==> config.mk <==
export PLATFORM = sky130hd
export DESIGN_NAME = apb_slave_regfile_flat
export DESIGN_NICKNAME = d
export VERILOG_FILES = /design/src/rtl/apb_slave_regfile_if.sv /design/src/rtl/apb_slave_regfile.sv /design/src/flat_wrapper.sv
export SDC_FILE = /design/constraint.sdc
export NUM_CORES = 1
export LEC_CHECK = 0
export CORE_ASPECT_RATIO = 0.75
export CORE_MARGIN = 1.5
export CORE_UTILIZATION = 35
export CTS_CLUSTER_SIZE = 14
export DETAILED_ROUTE_END_ITERATION = 6
export PLACE_DENSITY_LB_ADDON = 0.1
export SLEW_MARGIN = 5
export SYNTH_ARGS = -nofsm -noshare
export SYNTH_HDL_FRONTEND = slang
export SYNTH_SLANG_ARGS = --single-unit
==> constraint.sdc <==
create_clock -name clk -period 10.2 [get_ports clk]
set_input_delay 2.04 -clock clk [delete_from_list [all_inputs] [get_ports clk]]
set_output_delay 2.04 -clock clk [all_outputs]
set_load 0.05 [all_outputs]
==> src/rtl/apb_slave_regfile_if.sv <==
// rtl/apb_slave_regfile_if.sv - APB slot bus between the initiator and the register-file responder
interface apb_slave_regfile_if;
  logic        sel;
  logic        en;
  logic        wr;
  logic [11:0] addr;
  logic [31:0] wdata;
  logic [31:0] rdata;
  logic        ready;
  logic        slverr;

  modport master (
    output sel, en, wr, addr, wdata,
    input  rdata, ready, slverr
  );

  modport slave (
    input  sel, en, wr, addr, wdata,
    output rdata, ready, slverr
  );
endinterface

==> src/rtl/apb_slave_regfile.sv <==
// rtl/apb_slave_regfile.sv - APB responder with wait states, a control register file and a read-only status word
module apb_slave_regfile #(
  parameter int NUM_REGS    = 16,
  parameter int WAIT_CYCLES = 1
) (
  input  logic                      clk,
  input  logic                      rst,
  apb_slave_regfile_if.slave        bus,
  input  logic [31:0]               status_in,
  output logic [31:0]               ctrl_out,
  output logic                      wr_pulse,
  output logic [9:0]                wr_idx
);

  localparam int IW = (NUM_REGS > 2) ? $clog2(NUM_REGS - 1) : 1;
  localparam logic [10:0] NUM_W    = 11'(NUM_REGS);
  localparam logic [10:0] STATUS_W = 11'(NUM_REGS - 1);

  typedef enum logic [1:0] {IDLE, WAIT, RESP} state_t;

  state_t      state, state_nxt;
  logic [3:0]  cnt;
  logic        req_wr;
  logic [11:0] req_addr;
  logic [31:0] req_wdata;
  logic [31:0] regs [NUM_REGS-1];

  logic        take, dec, done;
  logic [9:0]  req_idx;
  logic [10:0] idx_ext;
  logic [IW-1:0] ridx;
  logic        is_status, err;
  logic [31:0] rd_val;

  always_ff @(posedge clk) begin
    if (rst) state <= IDLE;
    else     state <= state_nxt;
  end

  always_comb begin
    state_nxt = state;
    take      = 1'b0;
    dec       = 1'b0;
    done      = 1'b0;
    case (state)
      IDLE: begin
        if (bus.sel && !bus.en) begin
          take      = 1'b1;
          state_nxt = WAIT;
        end
      end
      WAIT: begin
        // en is deliberately ignored here; only losing sel abandons the slot
        if (!bus.sel) begin
          state_nxt = IDLE;
        end else if (cnt != 4'd0) begin
          dec = 1'b1;
        end else begin
          done      = 1'b1;
          state_nxt = RESP;
        end
      end
      RESP: begin
        if (bus.sel && !bus.en) begin
          take      = 1'b1;
          state_nxt = WAIT;
        end else begin
          state_nxt = IDLE;
        end
      end
      default: state_nxt = IDLE;
    endcase
  end

  // Decode of the request latched at setup; upper index bits still count toward range
  always_comb begin
    req_idx   = req_addr[11:2];
    idx_ext   = {1'b0, req_idx};
    ridx      = req_idx[IW-1:0];
    is_status = (idx_ext == STATUS_W);
    err       = (req_addr[1:0] != 2'b00) || (idx_ext >= NUM_W) || (req_wr && is_status);
    rd_val    = is_status ? status_in : regs[ridx];
  end

  always_ff @(posedge clk) begin
    if (rst) begin
      cnt        <= 4'd0;
      req_wr     <= 1'b0;
      req_addr   <= 12'd0;
      req_wdata  <= 32'd0;
      bus.rdata  <= 32'd0;
      bus.ready  <= 1'b0;
      bus.slverr <= 1'b0;
      wr_pulse   <= 1'b0;
      wr_idx     <= 10'd0;
      for (int i = 0; i < NUM_REGS - 1; i++) regs[i] <= 32'd0;
    end else begin
      bus.ready  <= done;
      bus.slverr <= done && err;
      bus.rdata  <= (done && !err && !req_wr) ? rd_val : 32'd0;
      wr_pulse   <= done && req_wr && !err;
      if (take) begin
        req_wr    <= bus.wr;
        req_addr  <= bus.addr;
        req_wdata <= bus.wdata;
        cnt       <= 4'(WAIT_CYCLES);
      end else if (dec) begin
        cnt <= cnt - 4'd1;
      end
      if (done && req_wr && !err) begin
        regs[ridx] <= req_wdata;
        wr_idx     <= req_idx;
      end
    end
  end

  assign ctrl_out = regs[0];

endmodule

==> src/flat_wrapper.sv <==
// flat-port wrapper written by rule: the top's interface ports become plain ports
module apb_slave_regfile_flat 
#(
  parameter int NUM_REGS    = 16,
  parameter int WAIT_CYCLES = 1
)
  (clk, rst, status_in, ctrl_out, wr_pulse, wr_idx, bus_sel, bus_en, bus_wr, bus_addr, bus_wdata, bus_rdata, bus_ready, bus_slverr);
  apb_slave_regfile_if bus_i ();
  input  logic clk;
  input  logic rst;
  input  logic [31:0] status_in;
  output logic [31:0] ctrl_out;
  output logic wr_pulse;
  output logic [9:0] wr_idx;
  input wire logic [$bits(bus_i.sel)-1:0] bus_sel;
  input wire logic [$bits(bus_i.en)-1:0] bus_en;
  input wire logic [$bits(bus_i.wr)-1:0] bus_wr;
  input wire logic [$bits(bus_i.addr)-1:0] bus_addr;
  input wire logic [$bits(bus_i.wdata)-1:0] bus_wdata;
  output wire logic [$bits(bus_i.rdata)-1:0] bus_rdata;
  output wire logic [$bits(bus_i.ready)-1:0] bus_ready;
  output wire logic [$bits(bus_i.slverr)-1:0] bus_slverr;
  assign bus_i.sel = bus_sel;
  assign bus_i.en = bus_en;
  assign bus_i.wr = bus_wr;
  assign bus_i.addr = bus_addr;
  assign bus_i.wdata = bus_wdata;
  assign bus_rdata = bus_i.rdata;
  assign bus_ready = bus_i.ready;
  assign bus_slverr = bus_i.slverr;
  apb_slave_regfile #(.NUM_REGS(NUM_REGS), .WAIT_CYCLES(WAIT_CYCLES)) u_core (.clk(clk), .rst(rst), .bus(bus_i), .status_in(status_in), .ctrl_out(ctrl_out), .wr_pulse(wr_pulse), .wr_idx(wr_idx));
endmodule
==> results.cfg <==
[synth]
syn_area_per_cell_um2 = 14.5
ys_seq_elements = 612
yosysTopAreaCell = edfxtp_1
synth_ff_type = edfxtp_1
syn_inst = 1824
ys_seq_area_share_pct = 65.5
syn_area_mm2 = 0.0265
synth_cell_types = 44
async_flop_share_pct = 0
yosysWarningCount = 0
synth_commonest_cells = edfxtp_1, nor3_1, nand2_1
synth_edf_count = 512
synth.most_common_cell = edfxtp_1
yosys-top-cells-area = edfxtp_1, mux4_2, dfxtp_1, nor3_1, nor3_2
synth.top_cell.area_share_pct = 57.9

[global_routing]
grt_max_degree = 184
antenna_found_initial = 1
grt_pass1_vias = 16700
grt_pass1_wl_um = 115000
grt_usage_pct = 20.4
grt_remaining_overflow = 0

[sta]
slew_viol_final = 0
slew_headroom_pct = 16.3
finalHoldViolCount = 0
min_period_ns = 5.31
worst_pin_slew_ns = 1.26
clock_skew_ns = 0.0215
fin_crit_sh_pct = 52.1
tns_ns = 0
rsz0062_at_grt = no
finalSetupViolations = 0
fmax_mhz = 188

[clocking]
clock-sinks = 612
cts_hold_buf = 0
cts_resized = 0
clock_latency_ns = 0.62
clockBufferDepth = 3
cts_made_buffers = 67
clkTransAtPathRegs_ns = 0.06
cts_root_buffer = clkbuf_16
postCtsSetupBuffers = 0
cts_tree = yes
htree_levels = 3

[setup_path]
required_ns = 10.48
cp-start-kind = input pin
slowest_stage = o31ai_4
worstPathMaxFanout = 17
critical_path_class = input pin to flip-flop
crit_chain = clkdlybuf4s50_1, nand3b_1, nor2_4, nand2_2, clkinv_2, nand4_1, o31ai_4, buf_4
end_kind = flip-flop
rr_worst_depth = 9
r2r_end = u_core.regs[14][1]
ff2ff_setup_slack_ns = 6.06
worstPathArrival_ns = 5.59
regToRegStartpoint = u_core.cnt[0]
slowest_delay_ns = 1.30

[cells_and_area]
seq_area_mm2 = 0.0174
drive_gt1_share_pct = 22.0
area_growth_pct = 17.7
diodes = 0
finalNetCount = 2019
fillers = 6962
multi_input_area_mm2 = 0.00857

[die]
rows = 87
die_y_um = 241
coreArea_mm2 = 0.0751
die_width_um = 321
pin_count = 158
start_util_pct = 35.3
dieArea_mm2 = 0.0775

[place]
dp_hpwl_um = 44700
port_buffers = 157
gp_congestion = 0.752

[route]
avgRoutedWirePerCell_um = 26.4
drc_errors = 0
via_count = 16400
dr.pass1.iters = 5
initialDrtViolationCount = 1613
vias_per_cell = 5.52
finalWirelength_um = 78400
drtAntennaViolNets = 0

[power_and_ir_drop]
p_leak_nw = 9.48
powerDensity_mw_per_mm2 = 179
power_mw = 5.60
vdd_drop_max_v = 0.000108

[hold_path]
whs_endpoint = u_core.wr_idx[8]
hold_class = flip-flop to flip-flop
hp-start = u_core.wr_idx[8]
min_path_cells = 1

[run]
drv_cap = 0

[run_status]
status = finished clean
cells in the final DEF (no fill, tap or decap), types with 39 or more instances in the layout:
cell type,instances
clkbuf_16,68
nor3_2,110
o22ai_1,64
dfxtp_1,96
buf_4,39
nor3_1,372
mux4_2,128
nand2_1,158
a21oi_1,52
edfxtp_1,512
clkdlybuf4s50_1,156
logic make-up (layout without fill, tap and decap cells):
kind of cell    count (synthesis)  count (layout)  synth area share, %
other cells                     1              32               0.0141
compound gates                169             169                 3.96
mux                           160             160                 12.2
simple gates                  684             684                 14.6
fa+ha+maj                       2               2               0.0943
xor+xnor                        3               3               0.0990
buf+inv                       193             329                 3.58
flops                         612             612                 65.5
power breakdown:
part | leakage [nW] | switching [mW] | total [mW] | internal (mW)
clock network | 1.03 | 1.02 | 2.39 | 1.36
logic | 2.34 | 0.251 | 0.388 | 0.137
registers | 6.11 | 0.0438 | 2.83 | 2.78
worst max-delay path: cells and delay by family:
kind            cells  cell delay, ns
compound gates      1            1.30
buf+inv             3            1.06
simple gates        4            1.17
through the flow:
step / setup slack (ns) / hold slack (ns) / utilization [%] / std cells / cell area [um^2]
2_1_floorplan: 4.31 / 0.436 / - / 1855 / 26700
3_3_place_gp: 4.28 / 0.442 / 38.8 / 2846 / 29100
3_5_place_dp: 4.20 / 0.448 / 38.8 / 2846 / 29100
4_1_cts: 4.85 / 0.458 / 41.6 / 2970 / 31200
5_1_grt: 4.70 / 0.483 / 41.6 / 2970 / 31200
6_report: 4.89 / 0.454 / 41.6 / 2970 / 31200
per-layer routing:
metal	wire length, um	part of all wire (%)	track usage [%]
met1	35700	46	28.6
met2	37300	48	32.7
met4	2020	2.6	6.09
met5	0	0	0
met3	3420	4.4	3.24
how the worst max path moves through the flow:
stage / start / endpoint / slack [ns] / depth (start not counted)
2_1_floorplan: bus_sel / u_core.regs[0][0] / 4.31 / 8
3_3_place_gp: bus_sel / u_core.regs[14][5] / 4.28 / 8
3_5_place_dp: bus_sel / u_core.regs[14][6] / 4.20 / 8
4_1_cts: bus_sel / u_core.regs[14][1] / 4.85 / 8
5_1_grt: bus_sel / u_core.regs[14][11] / 4.70 / 8
6_report: bus_sel / u_core.regs[14][1] / 4.89 / 8
state kept, by name, indices dropped and copies added (netlist names), named ones only:
name	count
u_core.regs	512
u_core.bus.rdata	32
u_core.req_wdata	32
u_core.req_addr	12
u_core.wr_idx	10
u_core.cnt	4
u_core.state	2
u_core.bus.ready	1
u_core.bus.slverr	1
u_core.req_wr	1
u_core.wr_pulse	1
area by class of cell:
type                       count  share of cell area [%]
sequential                   612                    55.7
timing repair buffer         198                    6.08
inverter                       7                  0.0882
multi-input combinational   1050                    27.4
clock inverter                23                   0.601
tap                          979                    3.92
clock buffer                 101                    6.17
Power figures use the tool's default switching activity.
